File: src/rtl/fetch_queue.sv
// fetch_queue: sequential instruction fetch with a credit-limited request
// stream, an in-flight PC tag FIFO and a DEPTH-entry {inst, pc} queue feeding
// the decode stage over valid/ready. A redirect flushes the queue, marks every
// outstanding request for discard and restarts fetch at the target address.
module fetch_queue #(
    parameter int          DEPTH    = 4,
    parameter logic [31:0] RESET_PC = 32'h0000_0000
) (
    input  logic        clk,
    input  logic        rst,
    output logic        imem_req_valid,
    input  logic        imem_req_ready,
    output logic [31:0] imem_req_addr,
    input  logic        imem_resp_valid,
    input  logic [31:0] imem_resp_data,
    input  logic        redirect_valid,
    input  logic [31:0] redirect_pc,
    output logic        inst_valid,
    input  logic        inst_ready,
    output logic [31:0] inst,
    output logic [31:0] inst_pc,
    output logic        err
);

    localparam int PW = $clog2(DEPTH);
    localparam int CW = PW + 1;
    localparam logic [CW:0]   CREDIT_LIMIT = (CW + 1)'(DEPTH);
    localparam logic [CW-1:0] CNT_ONE      = CW'(1);

    // Fetch address and credit bookkeeping
    logic [31:0]   fetch_pc_reg, fetch_pc_next;
    logic [CW-1:0] inflight_reg, inflight_next;
    logic [CW-1:0] drop_reg, drop_next;
    logic          err_reg, err_next;

    // PC tags of requests still waiting for their response
    logic [31:0]   tag_mem [DEPTH];
    logic [PW-1:0] tag_wr_ptr_reg, tag_wr_ptr_next;
    logic [PW-1:0] tag_rd_ptr_reg, tag_rd_ptr_next;
    logic [31:0]   resp_tag;

    // Returned instructions waiting for the consumer
    logic [31:0]   inst_mem [DEPTH];
    logic [31:0]   pc_mem   [DEPTH];
    logic [PW-1:0] data_wr_ptr_reg, data_wr_ptr_next;
    logic [PW-1:0] data_rd_ptr_reg, data_rd_ptr_next;
    logic [CW-1:0] count_reg, count_next;
    logic [CW-1:0] count_after_pop;

    // Registered copy of the queue head
    logic [31:0]   inst_reg, inst_next;
    logic [31:0]   inst_pc_reg, inst_pc_next;

    // Handshake decodes
    logic [CW:0]   credit_sum;
    logic          req_fire;
    logic          resp_known;
    logic          resp_spurious;
    logic          resp_drop;
    logic          push;
    logic          pop;

    // Requests are allowed only while queue slots plus outstanding requests
    // leave room, so every response is guaranteed a free slot on arrival.
    assign credit_sum     = {1'b0, count_reg} + {1'b0, inflight_reg};
    assign imem_req_valid = !rst && (credit_sum < CREDIT_LIMIT);
    assign imem_req_addr  = fetch_pc_reg;

    assign req_fire      = imem_req_valid && imem_req_ready;
    assign resp_known    = imem_resp_valid && (inflight_reg != '0);
    assign resp_spurious = imem_resp_valid && (inflight_reg == '0);
    assign resp_drop     = resp_known && (drop_reg != '0);
    // A redirect empties the queue, so nothing enters or leaves it that cycle
    assign push          = resp_known && !resp_drop && !redirect_valid;
    assign pop           = (count_reg != '0) && inst_ready && !redirect_valid;
    assign resp_tag      = tag_mem[tag_rd_ptr_reg];

    assign inst_valid = (count_reg != '0);
    assign inst       = inst_reg;
    assign inst_pc    = inst_pc_reg;
    assign err        = err_reg;

    // Next-state computation for counters, pointers, fetch PC and queue head
    always_comb begin
        fetch_pc_next    = fetch_pc_reg;
        inflight_next    = inflight_reg + CW'(req_fire) - CW'(resp_known);
        drop_next        = drop_reg;
        err_next         = err_reg || resp_spurious;
        tag_wr_ptr_next  = tag_wr_ptr_reg + PW'(req_fire);
        tag_rd_ptr_next  = tag_rd_ptr_reg + PW'(resp_known);
        data_wr_ptr_next = data_wr_ptr_reg + PW'(push);
        data_rd_ptr_next = data_rd_ptr_reg + PW'(pop);
        count_after_pop  = count_reg - CW'(pop);
        count_next       = count_after_pop + CW'(push);
        inst_next        = inst_reg;
        inst_pc_next     = inst_pc_reg;

        if (req_fire) begin
            fetch_pc_next = fetch_pc_reg + 32'd4;
        end

        if (resp_drop) begin
            drop_next = drop_reg - CNT_ONE;
        end

        // Head refresh: an arrival into an otherwise empty queue bypasses
        // storage; after a pop the following stored entry becomes the head.
        if (push && (count_after_pop == '0)) begin
            inst_next    = imem_resp_data;
            inst_pc_next = resp_tag;
        end else if (pop && (count_after_pop != '0)) begin
            inst_next    = inst_mem[data_rd_ptr_next];
            inst_pc_next = pc_mem[data_rd_ptr_next];
        end

        // Redirect overrides: every request still outstanding after this
        // cycle's handshakes (including one accepted now) is discarded.
        if (redirect_valid) begin
            fetch_pc_next    = redirect_pc & ~32'h3;
            drop_next        = inflight_next;
            data_wr_ptr_next = '0;
            data_rd_ptr_next = '0;
            count_next       = '0;
        end
    end

    // State registers, cleared asynchronously
    always_ff @(posedge clk or posedge rst) begin
        if (rst) begin
            fetch_pc_reg    <= RESET_PC;
            inflight_reg    <= '0;
            drop_reg        <= '0;
            err_reg         <= 1'b0;
            tag_wr_ptr_reg  <= '0;
            tag_rd_ptr_reg  <= '0;
            data_wr_ptr_reg <= '0;
            data_rd_ptr_reg <= '0;
            count_reg       <= '0;
            inst_reg        <= '0;
            inst_pc_reg     <= '0;
        end else begin
            fetch_pc_reg    <= fetch_pc_next;
            inflight_reg    <= inflight_next;
            drop_reg        <= drop_next;
            err_reg         <= err_next;
            tag_wr_ptr_reg  <= tag_wr_ptr_next;
            tag_rd_ptr_reg  <= tag_rd_ptr_next;
            data_wr_ptr_reg <= data_wr_ptr_next;
            data_rd_ptr_reg <= data_rd_ptr_next;
            count_reg       <= count_next;
            inst_reg        <= inst_next;
            inst_pc_reg     <= inst_pc_next;
        end
    end

    // Record the address of each accepted request for tagging its response
    always_ff @(posedge clk) begin
        if (req_fire) begin
            tag_mem[tag_wr_ptr_reg] <= fetch_pc_reg;
        end
    end

    // Store returned instructions with their PCs
    always_ff @(posedge clk) begin
        if (push) begin
            inst_mem[data_wr_ptr_reg] <= imem_resp_data;
            pc_mem[data_wr_ptr_reg]   <= resp_tag;
        end
    end

endmodule

File: config.mk
export PLATFORM = sky130hd
export DESIGN_NAME = fetch_queue
export DESIGN_NICKNAME = d
export VERILOG_FILES = /design/src/rtl/fetch_queue.sv
export SDC_FILE = /design/constraint.sdc
export NUM_CORES = 1
export LEC_CHECK = 0
export BUFFER_PORTS_ARGS = -buffer_cell sky130_fd_sc_hd__buf_2
export CAP_MARGIN = 20
export CORE_ASPECT_RATIO = 1.5
export CORE_MARGIN = 4
export CORE_UTILIZATION = 50
export CTS_CLUSTER_SIZE = 25
export DETAILED_ROUTE_END_ITERATION = 6
export PLACE_DENSITY = 0.78
export SYNTH_ARGS = -nofsm -noshare
export SYNTH_HDL_FRONTEND = slang
export SYNTH_SLANG_ARGS = --single-unit
File: constraint.sdc
create_clock -name clk -period 12.33 [get_ports clk]
set_clock_uncertainty 0.05 [all_clocks]
set_input_delay 1.8495 -clock clk [delete_from_list [all_inputs] [get_ports clk]]
set_output_delay 1.8495 -clock clk [all_outputs]
set_load 0.005 [all_outputs]
=== Word-level counts from Yosys, hierarchy flattened ===
Memory sizes are Yosys's and may differ from the RTL's.
Cells that the tools add are included.

* Bits in registers: 114
* Memory bits (writable): 384
* Input port bits: 70
* Output and inout port bits: 99
* Logic and storage cells: 65
* Memories: 3

* Add/subtract/negate cells: 11
* Order comparisons: 1
* Multiplexer cells: 15
* Reductions and logical operators: 24

{| class="wikitable"
|+ Memories
! name !! words !! width !! rd ports !! clocked after memory_dff !! write ports !! line !! RTL
|-
| inst_mem || 4 || 32 || 1 || 0 || 1 || 43 || <nowiki>logic [31:0] inst_mem [DEPTH];</nowiki>
|-
| pc_mem || 4 || 32 || 1 || 0 || 1 || 44 || <nowiki>logic [31:0] pc_mem [DEPTH];</nowiki>
|-
| tag_mem || 4 || 32 || 1 || 0 || 1 || 37 || <nowiki>logic [31:0] tag_mem [DEPTH];</nowiki>
|}

{| class="wikitable"
|+ Operators by type and width
! cell !! number
|-
| 32-bit 2-to-1 mux || 6
|-
| 32-bit by 3-bit adder with 32-bit output, second input constant || 1
|-
| 3-bit nonzero test || 4
|-
| 1-bit logical AND || 11
|-
| 3-bit 2-to-1 mux || 3
|-
| 2-bit by 1-bit adder with 2-bit output || 4
|-
| 3-bit by 1-bit adder with 3-bit output || 2
|-
| 3-bit zero test || 2
|-
| 2-bit nonzero test || 3
|-
| 3-bit by 1-bit subtractor with 3-bit output || 2
|-
| 3-bit by 3-bit adder with 4-bit output || 1
|-
| 4-bit by 3-bit < comparator with 1-bit output, second input constant || 1
|-
| 1-bit 2-to-1 mux || 4
|-
| 2-bit 2-to-1 mux || 2
|-
| 1-bit zero test || 3
|-
| 3-bit by 1-bit subtractor with 3-bit output, second input constant || 1
|-
| 1-bit logical OR || 1
|}

=== Depth between registers and ports, before layout ===
Gate-level depths: netlist (run 1).

* Depth in word-level cells: 8
* Mapped depth: 12
* Gate-level depth less buffers: 11

=== Worst setup path before layout (run 1) ===
No wires, ideal clock.

* Path type: input to register
* From: in redirect_valid
* To: mem inst_mem[0][0] (enable)
* Setup time: 0.635 ns
* Arrival time: 8.329 ns
* Data required time: 11.645 ns
* Path slack: 3.316 ns
* Cell stages on the path: 3
* Buffers on the path: 1
* Cell sequence: buf_2 or3b_1 nor4_1

* Word-level cells in the longest chain between the ends: 4

{| class="wikitable"
|+ RTL lines
! item !! line !! RTL
|-
| start, declared || 16 || <nowiki>input logic redirect_valid,</nowiki>
|-
| 1-bit zero test || 74 || <nowiki>assign push = resp_known && !resp_drop && !redirect_valid;</nowiki>
|-
| 1-bit logical AND || 74 ||
|-
| 1-bit 2-to-1 mux || 165 || <nowiki>if (push) begin</nowiki>
|-
| 1-bit 2-to-1 mux (implied by the code) || 166 || <nowiki>inst_mem[data_wr_ptr_reg] <= imem_resp_data;</nowiki>
|-
| end, declared || 43 ||
|}

Every way passes these cells.

=== Final worst setup path (run 1) ===
* From: in redirect_valid
* To: reg inst_pc_reg[3] (netlist: inst_pc[3])

* Word-level cells in the longest chain between the ends: 6
* Elaborated cells between the ends (all ways): 13
* Classes of those cells: add/sub (2); mux (2); reduce/logical (8); memory (1)

{| class="wikitable"
|+ RTL lines
! item !! line !! RTL
|-
| 1-bit zero test (*) || 74, 75 ||
|-
| 1-bit logical AND || 75 || <nowiki>assign pop = (count_reg != '0) && inst_ready && !redirect_valid;</nowiki>
|-
| 2-bit by 1-bit adder with 2-bit output / 3-bit by 1-bit subtractor with 3-bit output (equally long branches) || 92, 93 ||
|-
| memory read 4 x 32 bit (tied with other cells) || - ||
|-
| 32-bit 2-to-1 mux (tied with other cells) || 111 || <nowiki>end else if (pop && (count_after_pop != '0)) begin</nowiki>
|-
| 32-bit 2-to-1 mux / 2-bit nonzero test (equally long branches) || - ||
|-
| end signal, assigned || 152 || <nowiki>inst_pc_reg <= inst_pc_next;</nowiki>
|-
| end, declared || 52 || <nowiki>logic [31:0] inst_pc_reg, inst_pc_next;</nowiki>
|}

Mark *: on every way between the ends. The rest lies on a longest branch, timed or not. The select of a mux whose other input is x is not followed.
A chain may end at the register's enable or synchronous reset.

==> out/results.txt, run 1 <==
Run status: complete, no violations
Most common cell type on the critical path: buf_4
Peak Freq: 166.7 MHz
CP max stage cell: clkinv_1
First-pass GRT wire length: 63,310 µm
WHS Path Cells: 1
Root Buffer: clkbuf_16
Biggest regs: inst_mem (128), pc_mem (120), tag_mem (120)
Max reg flops: 128
Post-synthesis sequential area ratio: 73.13%
Hold_sp: inst_pc[28]
Critical-path cell list: buf_2, buf_4, clkinv_1, and3_1, ha_1, ha_1, xor2_1, o2111a_2, buf_4, nor2_4, buf_4, a221o_1
Number of hold buffers added after cts: 0
Later-pin clock latency in the skew report: 540 ps
Storage cell area: 13,800 µm²
Worst Max-Slew Pin Slew: 1005 ps
Share of cells above drive strength 1: 28.71%
# fillers: 2,720
IO Port Bufs: 162
Die H: 246.0 µm
R2R Setup Slk: 8470 ps
Crit path launch type: input port
Die Span X: 166.6 µm
DR DRC count: 0
Row cnt: 86
Slew Viols, Final: 0
Core Region: 37,020 µm²
Logic pwr share: 19.4%
Antenna diodes: 0
Largest net degree at the start of global routing: 72
Power Dens Cells: 198.1 nW/µm²
Data required time of the worst path: 12,690 ps
Kind of critical path: in2reg
Via count: 10,290
Total I/O pin count: 169
Share of power burned in registers: 49.5%
Hold WC Path Type: reg2reg
R2R cell count: 10
Worst slew margin: 32.98%
TritonCTS Buffers: 44
Internal power: 3183 µW
Fin crit share: 48.66%
Vias per inst: 6.019
Ys async rst share: 23.01%
Clk buf depth: 3
Max Cap Viol: 0
Grt ovf: 0
CTS tree: done
NetSw: 1120 µW
Vias in the first global route: 10,970
Multi-input gate area: 4850 µm²
DR iter-0 viols: 701
GPL Wtd Cong: 0.8589
R2R Path End: inst_pc[3]
Post CTS Setup Buffer Count: 0
Hold Path End: inst_pc[28]
RSZ-0062 raised after global routing: false
Placed wire-length estimate: 22,950 µm
Cell count after synthesis: 1,022
Die area: 40,980 µm²
Worst EP arrival: 6360 ps
Dominant synthesized flop cell: edfxtp_1
Synth warnings: 0
H-tree levels: 2
TritonRoute pass-1 iters: 5
Clock power share: 31.1%
Final Net Count: 1,278
Total GRT Usage: 19.60%
CTS clk-pin slew, worst paths: 60 ps
Synth Register Bits: 478
Cts repair resizes: 0
Drt wl/cell: 23.14 µm
Reg-to-reg startpoint: count_reg[2]
Setup TNS: 0 ps
Switching share of total power: 26.02%
Drt total wl: 39,580 µm
Overall Power: 4303 µW
Reg with most FFs: inst_mem
Initial Utilization: 50.99%
Number of synthesized flops with an enable pin: 368
Clock sink total: 478
Mean Syn Cell Area: 18.47 µm²
Routed Antenna Nets: 0
Final Hold Fails: 0
Area Growth Syn to Fin: 15.06%
Leak: 0.007867 µW
Mapped Area: 18,870 µm²
IR drop worst, VDD: 0.0001132 V
Antenna violations before repair: 0
Max FO, Critical Path: 63
# setup viols final: 0
Post-layout minimum cycle time: 6000 ps
Crit path capture type: register
Yosys cell types: 51
Max incr delay on CP: 890 ps
cells in the mapped netlist, drive strengths merged, types with 2 or more instances:
library cell	n	share of area [%]
edfxtp	368	59
dfrtp	110	15
mux4	92	11
and2	38	1.3
clkbuf	35	0.70
a221o	33	1.8
a21o	30	1.2
a22o	29	1.3
nand2	25	0.50
nor2	23	0.46
buf	22	0.58
nand4	21	0.70
nand3	20	0.53
inv	17	0.34
ha	15	0.99
o31ai	15	0.60
a31oi	13	0.43
o21ai	13	0.34
nor2b	11	0.36
or4	10	0.40
and3	8	0.27
nor3	8	0.21
xor2	8	0.37
xnor2	7	0.32
a22oi	6	0.24
nor4	6	0.36
and4	5	0.23
or3	4	0.13
a21oi	3	0.080
o211ai	3	0.12
a211o	2	0.093
a31o	2	0.093
nand4b	2	0.093
nor4b	2	0.093
o41ai	2	0.093
or2	2	0.066
area by class of cell:
class                   count  area share, %
clock buffers              62          5.663
clock inverters            18         0.8930
inverters                  18         0.3226
multi-input cells         472          22.33
flip-flops and latches    478          63.57
well taps                 484          2.788
repair buffers            178          4.436
per-stage QoR:
stage	utilization [%]	setup slack, ps	instances	area [µm²]	hold slack, ps
finish	58.67	6330	1710	21720	421.8
global route	58.67	6077	1710	21720	438.8
CTS	58.54	6329	1708	21670	424.8
detailed placement	54.70	5788	1628	20250	407.2
global placement	54.70	5828	1628	20250	404.7
floorplan	-	3316	1025	18890	401.0
how the worst max path moves through the flow:
| stage | slack, ps | end | cells after the start | startpoint |
|---|---|---|---|---|
| 2_1_floorplan | 3320 | inst_mem[0][0] | 3 | redirect_valid |
| 3_3_place_gp | 5830 | inst[1] | 9 | redirect_valid |
| 3_5_place_dp | 5790 | inst_pc[31] | 12 | redirect_valid |
| 4_1_cts | 6330 | inst_pc[3] | 12 | redirect_valid |
| 5_1_grt | 6080 | inst_pc[3] | 12 | redirect_valid |
| 6_report | 6330 | inst_pc[3] | 12 | redirect_valid |
placed cells by master (no fill, tap or decap), types with 10 or more instances in the layout:
cell type and instances:
a221o_1 33, mux4_2 92, o21ai_0 13, and2_1 38
o31ai_1 15, nor2b_1 11, or4_1 10, dfrtp_1 109
nand3_1 20, clkbuf_1 13, inv_1 16, a22o_1 29
buf_2 162, buf_4 14, nand2_1 25, a31oi_1 13
a21o_1 30, nor2_1 20, edfxtp_1 368, ha_1 14
clkbuf_16 45, nand4_1 21
critical path, delay by kind of cell:
kind	cells	cell delay, ps
buf+inv	5	2400
simple gates	2	530
compound gates	2	730
xor+xnor	1	360
fa+ha+maj	2	380
logic make-up after synthesis:
logic type,after synthesis,synth area share [%]
DFF,478,73.13
and+or+nand+nor,189,5.820
AOI/OAI and AO/OA,155,6.569
muxes,93,11.03
buffers and inverters,75,1.631
adders and majority gates,16,1.100
xor gates and xnor gates,15,0.6961
other,1,0.01987
power by group through the flow:
stage	combinational, µW	sequential (µW)	clock [µW]
after floorplan	560	2130	0
after global routing	920	2150	1450
after detailed placement	818	2180	0
final	834	2130	1340
after global placement	787	2170	0
after CTS	823	2150	1370
per-layer routing:
layer / global-route usage [%] / routed length, µm / vias to the layer above
li1: - / - / 4506
met1: 25.11 / 15820 / 5385
met2: 34.97 / 20810 / 333
met3: 2.734 / 1867 / 69
met4: 5.996 / 1080 / 0
met5: 0 / 0 / -
No activity file was read; power rests on OpenSTA's default activity.
==> run 2, diff against run 1 <==
- ABC_AREA: unset -> 1
- PLACE_DENSITY: 0.78 -> 0.8
- clock period: 12.33 -> 5.3 ns (I/O delays scaled with it)
==> run 2 against run 1 <==
Effect of this change: non-clock buffer count rose by 6; die area up 11%; synthesized area grew 11%; power is 150% higher; sequential power up 140%; combinational power grew to 3.0 times the previous value; highest routed layer unchanged; clock power rose by 140%; setup slack got worse by 4200 ps; critical path depth rose by 1; largest cell class unchanged.
==> out/results.txt, run 2 <==
Dominant synthesized flop cell: edfxtp_1
Cts repair resizes: 0
CTS clk-pin slew, worst paths: 60 ps
Post-route insts no fill: 2,829
Clk buf depth: 3
Crit path capture type: register
Yosys top cell by area: edfxtp_1
Share of Yosys cell area claimed by the top area cell type: 52.70%
Max Cap Viol: 0
Cell count after synthesis: 2,093
Pre-CTS WS: 1692 ps
R2R cell count: 13
H-tree levels: 2
Row cnt: 91
TritonRoute pass-1 iters: 6
Hold WS: 377.6 ps
Worst EP arrival: 3600 ps
Routed Antenna Nets: 0
Slew Viols, Final: 0
Post-synthesis sequential area ratio: 65.83%
Die Span X: 175.2 µm
Post CTS Setup Buffer Count: 0
TritonCTS Buffers: 45
Most frequent cells in the layout: nand2_1 (892), edfxtp_1 (368), buf_2 (162)
DR DRC count: 0
Drt wl/cell: 16.23 µm
CTS tree: done
Kind of critical path: reg2reg
IR drop worst, VDD: 0.0002946 V
Number of hold buffers added after cts: 0
Area Growth Syn to Fin: 12.65%
Biggest regs: inst_mem (128), pc_mem (120), tag_mem (120)
IO Port Bufs: 162
Leak: 0.01019 µW
Total I/O pin count: 169
Antenna violations before repair: 1
Worst slew margin: 29.02%
PnR worst setup slack: 2087 ps
Mapped Area: 20,970 µm²
Initial Utilization: 50.73%
DR iter-0 viols: 1,245
Placed wire-length estimate: 28,060 µm
Post-layout minimum cycle time: 3213 ps
Largest net degree at the start of global routing: 117
First-pass GRT wire length: 71,840 µm
Final Hold Fails: 0
Mean Syn Cell Area: 10.02 µm²
Synth Register Bits: 478
Total GRT Usage: 19.81%
Fin crit share: 60.63%
Worst Max-Slew Pin Slew: 1065 ps
GPL Wtd Cong: 0.8548
Data required time of the worst path: 5690 ps
Hold WC Path Type: in2async
Via count: 14,600
Die H: 258.8 µm
Number of synthesized flops with an enable pin: 368
Power Dens Cells: 454.2 nW/µm²
Reg with most FFs: inst_mem
Clock sink total: 478
Most common cell after layout, fill and taps aside: nand2_1
Crit path launch type: register
Share of cells above drive strength 1: 13.83%
# setup viols final: 0
Yosys cell types: 36
Ranking of synthesized cells by area: edfxtp_1 (53%), nand2_1 (16%), dfrtp_1 (13%)
Ys async rst share: 23.01%
Synth warnings: 0
Vias per inst: 5.159
Vias in the first global route: 14,480
RSZ-0062 raised after global routing: false
Later-pin clock latency in the skew report: 550 ps
Placed Instances: 2,743
Most frequent cells after synthesis: nand2_1 (892), edfxtp_1 (368), inv_1 (158)
Run status: complete, no violations
Max reg flops: 128
Die area: 45,340 µm²
Core Region: 41,330 µm²
Peak Freq: 311.2 MHz
Root Buffer: clkbuf_16
Most frequent cell after synthesis: nand2_1
Max FO, Critical Path: 41
Final Net Count: 2,320
Drt total wl: 45,910 µm
Grt ovf: 0
==> run 2: cell types whose count changed in the layout (fill, tap and decap cells not counted), moves of 19 or more <==
cell	change
nand2_1	+867
o21ai_0	+116
nand3_1	+50
nor2_1	+125
a21oi_2	+19
a221o_1	-33
inv_1	+141
o21ai_1	+20
nand4_1	-19
mux4_2	-92
a22o_1	-29
and2_1	-38
a21o_1	-30
==> run 2: final timing paths <==
| check | slack, ps | endpoint | start |
|---|---|---|---|
| min reg2reg | 420 | inst_pc[27] | inst_pc[27] |
| max | 2090 | inst[16] | count_reg[0] |
| min | 380 | inst[4] | rst |
| min in group clk | 410 | imem_req_addr[13] | redirect_pc[13] |
| max reg2reg | 2090 | inst[16] | count_reg[0] |
| max in group asynchronous | 3580 | inst[1] | rst |
==> run 2: cell type report <==
cell class	count	area, µm²
antenna	1	2.502
clock buffer	64	1300
clock inverter	19	180.2
fill	3377	17710
inverter	166	628.1
multi-input combinational	1359	5971
sequential	478	13800
tap	558	698.2
timing repair buffer	184	1039
==> run 2: logic make-up after synthesis <==
kind of cell | Yosys count | share of synthesized area [%]
buffers and inverters | 259 | 6.003
other | 1 | 0.01788
AO/OA/AOI/OAI | 188 | 4.935
flip-flops | 478 | 65.83
adder cells (fa/ha/maj) | 16 | 0.9905
XOR/XNOR | 10 | 0.5072
AND/OR/NAND/NOR | 1141 | 21.72
==> run 2: power by group <==
group / total, µW / internal (µW) / switching [µW]
combinational: 2500 / 817 / 1690
clock: 3180 / 1860 / 1320
sequential: 5040 / 4740 / 306
total: 10700 / 7410 / 3320
==> run 2: worst max-delay path: stages, from the launching register on <==
cell      delay [ps]
dfrtp_1          390
inv_1             80
nand3_1          130
nand2_2          140
inv_2             70
ha_1             180
ha_1             300
nand2_1          100
nand3b_4         200
nor2_8           720
buf_4            430
nand2_1           80
nand2_1          110
nand2_1           70
==> run 2: routing by layer <==
metal  global-route usage [%]  wire [µm]
met1                    22.46      17260
met5                        0          0
met3                    2.875       2650
met4                    7.272       1157
met2                    37.58      24840
==> run 2: per-stage QoR <==
step                setup TNS, ps  area, µm²  power, µW  utilization (%)
floorplan                 -176320      20980       6771                -
global placement                0      22100       7469            53.47
detailed placement              0      22100       7619            53.47
CTS                             0      23580      10790            57.05
global route                    0      23620      11340            57.15
finish                          0      23620      10730            57.15
==> run 3, diff against run 2 <==
- PLACE_DENSITY: 0.8 -> 0.77
- clock period: 5.3 -> 3.13 ns (I/O delays scaled with it)
==> run 3 against run 2 <==
Effect of this change: non-clock buffer count is 23 higher; sequential share of layout area decreased by 0.45 points; setup slack lost 1700 ps; sequential cell count unchanged; count of clock-buffer cells in the layout shrank 13; via count fell by 0.71%; global-route usage is 0.21 points higher.
==> out/results.txt, run 3 (synthesized netlist as in run 2, its figures left out) <==
Max incr delay on CP: 700 ps
Leak: 0.01028 µW
Most common cell type on the critical path: nand2_1
Die H: 258.8 µm
Clock sink total: 478
Global Route met1 Usage: 22.60%
First-pass GRT wire length: 72,400 µm
Crit path launch type: register
Power Dens Cells: 755.1 nW/µm²
CP Buf/Inv Count: 2
TritonRoute pass-1 iters: 5
Post-route insts no fill: 2,848
Area Growth Syn to Fin: 13.53%
Multi-input gate area: 6021 µm²
Slew Viols, Final: 0
IR drop worst, VDD: 0.0004341 V
Vias per inst: 5.088
Drt wl/cell: 16.21 µm
Clk buf depth: 3
Run status: complete, no violations
PnR worst setup slack: 353.3 ps
DR iter-0 viols: 1,105
Hold WC Path Type: in2async
Peak Freq: 360.1 MHz
Post CTS Setup Buffer Count: 0
Die area: 45,340 µm²
Grt ovf: 0
Antenna violations before repair: 0
Antenna diodes: 0
Final Hold Fails: 0
Worst Max-Slew Pin Slew: 950.7 ps
Via count: 14,490
Most frequent cells in the layout: nand2_1 (892), edfxtp_1 (368), buf_2 (162)
Max reg flops: 128
Core Region: 41,330 µm²
Kind of critical path: reg2reg
RSZ-0062 raised after global routing: false
Biggest regs: inst_mem (128), pc_mem (120), tag_mem (120)
Later-pin clock latency in the skew report: 550 ps
IO Port Bufs: 162
Drt total wl: 46,150 µm
Setup TNS: 0 ps
TritonCTS Buffers: 43
Root Buffer: clkbuf_16
Max FO, Critical Path: 62
Most common cell after layout, fill and taps aside: nand2_1
# setup viols final: 0
Hold WS: 46.39 ps
Total I/O pin count: 169
Die Span X: 175.2 µm
DR DRC count: 0
Number of hold buffers added after cts: 0
Placed Instances: 2,768
Data required time of the worst path: 3560 ps
Vias in the first global route: 14,350
Share of cells above drive strength 1: 14.67%
CTS clk-pin slew, worst paths: 70 ps
Post-layout minimum cycle time: 2777 ps
M3 GR Usage: 2.524%
Worst slew margin: 36.62%
GPL Wtd Cong: 0.8107
Placed wire-length estimate: 29,370 µm
Final Net Count: 2,341
Most Crowded Layer GR: met2
# fillers: 3,342
Pre-CTS WS: 229.8 ps
Critical-path cell list: inv_1, nand3_1, nand2_2, inv_2, ha_1, ha_1, nand2_1, nand3b_4, nor2_8, nor2_8, nand2_1, nand2_1
CTS tree: done
H-tree levels: 2
Worst EP arrival: 3210 ps
Largest net degree at the start of global routing: 91
Routed Antenna Nets: 0
Largest delay share family, worst path: simple AND/OR/NAND/NOR gates
CP max stage cell: nor2_8
Max Cap Viol: 0
Storage cell area: 13,800 µm²
Row cnt: 91
Total GRT Usage: 20.03%
Reg with most FFs: inst_mem
Cts repair resizes: 0
Met2 Usage GRT: 38.34%
Crit path capture type: register
Initial Utilization: 50.73%
Fin crit share: 88.71%
run 3: changes by cell type in the layout (fill, tap and decap cells not counted), moves of 5 or more:
cell | before | now
buf_4 | 17 | 34
nor3_2 | 8 | 0
nor3_4 | 0 | 8
buf_12 | 5 | 11
clkbuf_1 | 11 | 6
clkbuf_8 | 6 | 1
run 3: path summary, 6_finish.rpt:
path / startpoint / to / slack, ps / cells past startpoint
worst min-delay path: rst / count_reg[1] / 50 / 2
worst max-delay path: count_reg[1] / inst_pc[31] / 350 / 12
worst min register to register: inst[23] / inst[23] / 420 / 2
min in group clk: redirect_pc[18] / imem_req_addr[18] / 90 / 3
worst max register to register: count_reg[1] / inst_pc[31] / 350 / 12
max in group asynchronous: rst / inst_pc[12] / 2250 / 3
run 3: per-layer routing:
metal / up-vias / wire length (µm)
met3: 78 / 2374
li1: 7085 / -
met1: 6893 / 17200
met2: 435 / 25230
met4: 0 / 1351
met5: - / 0
run 3: metrics by stage:
step	power (µW)	utilization [%]	instance area, µm²
6_report	17980	57.60	23810
2_1_floorplan	11470	-	21020
3_5_place_dp	13050	54.29	22440
4_1_cts	18120	57.60	23810
5_1_grt	19040	57.60	23810
3_3_place_gp	12820	54.29	22440
run 3: layout make-up:
class / instances / area share (%)
Sequential cell: 478 / 57.98
Multi-Input combinational cell: 1359 / 25.29
Timing Repair Buffer: 207 / 5.403
Clock buffer: 51 / 4.777
Tap cell: 558 / 2.933
Inverter: 166 / 2.644
Clock inverter: 29 / 0.9723
run 3: where the power goes:
part	total [µW]	switching, µW	internal (µW)
Combinational	4370	2920	1460
Sequential	8530	512	8020
Clock	5070	2270	2800
Total	18000	5700	12300
run 3: worst register-to-register path, stage by stage (launching register included):
cell and delay, ps:
dfrtp_1 390, inv_1 90, nand3_1 120, nand2_2 120
inv_2 70, ha_1 180, ha_1 290, nand2_1 130
nand3b_4 180, nor2_8 60, nor2_8 700, nand2_1 200
nand2_1 130
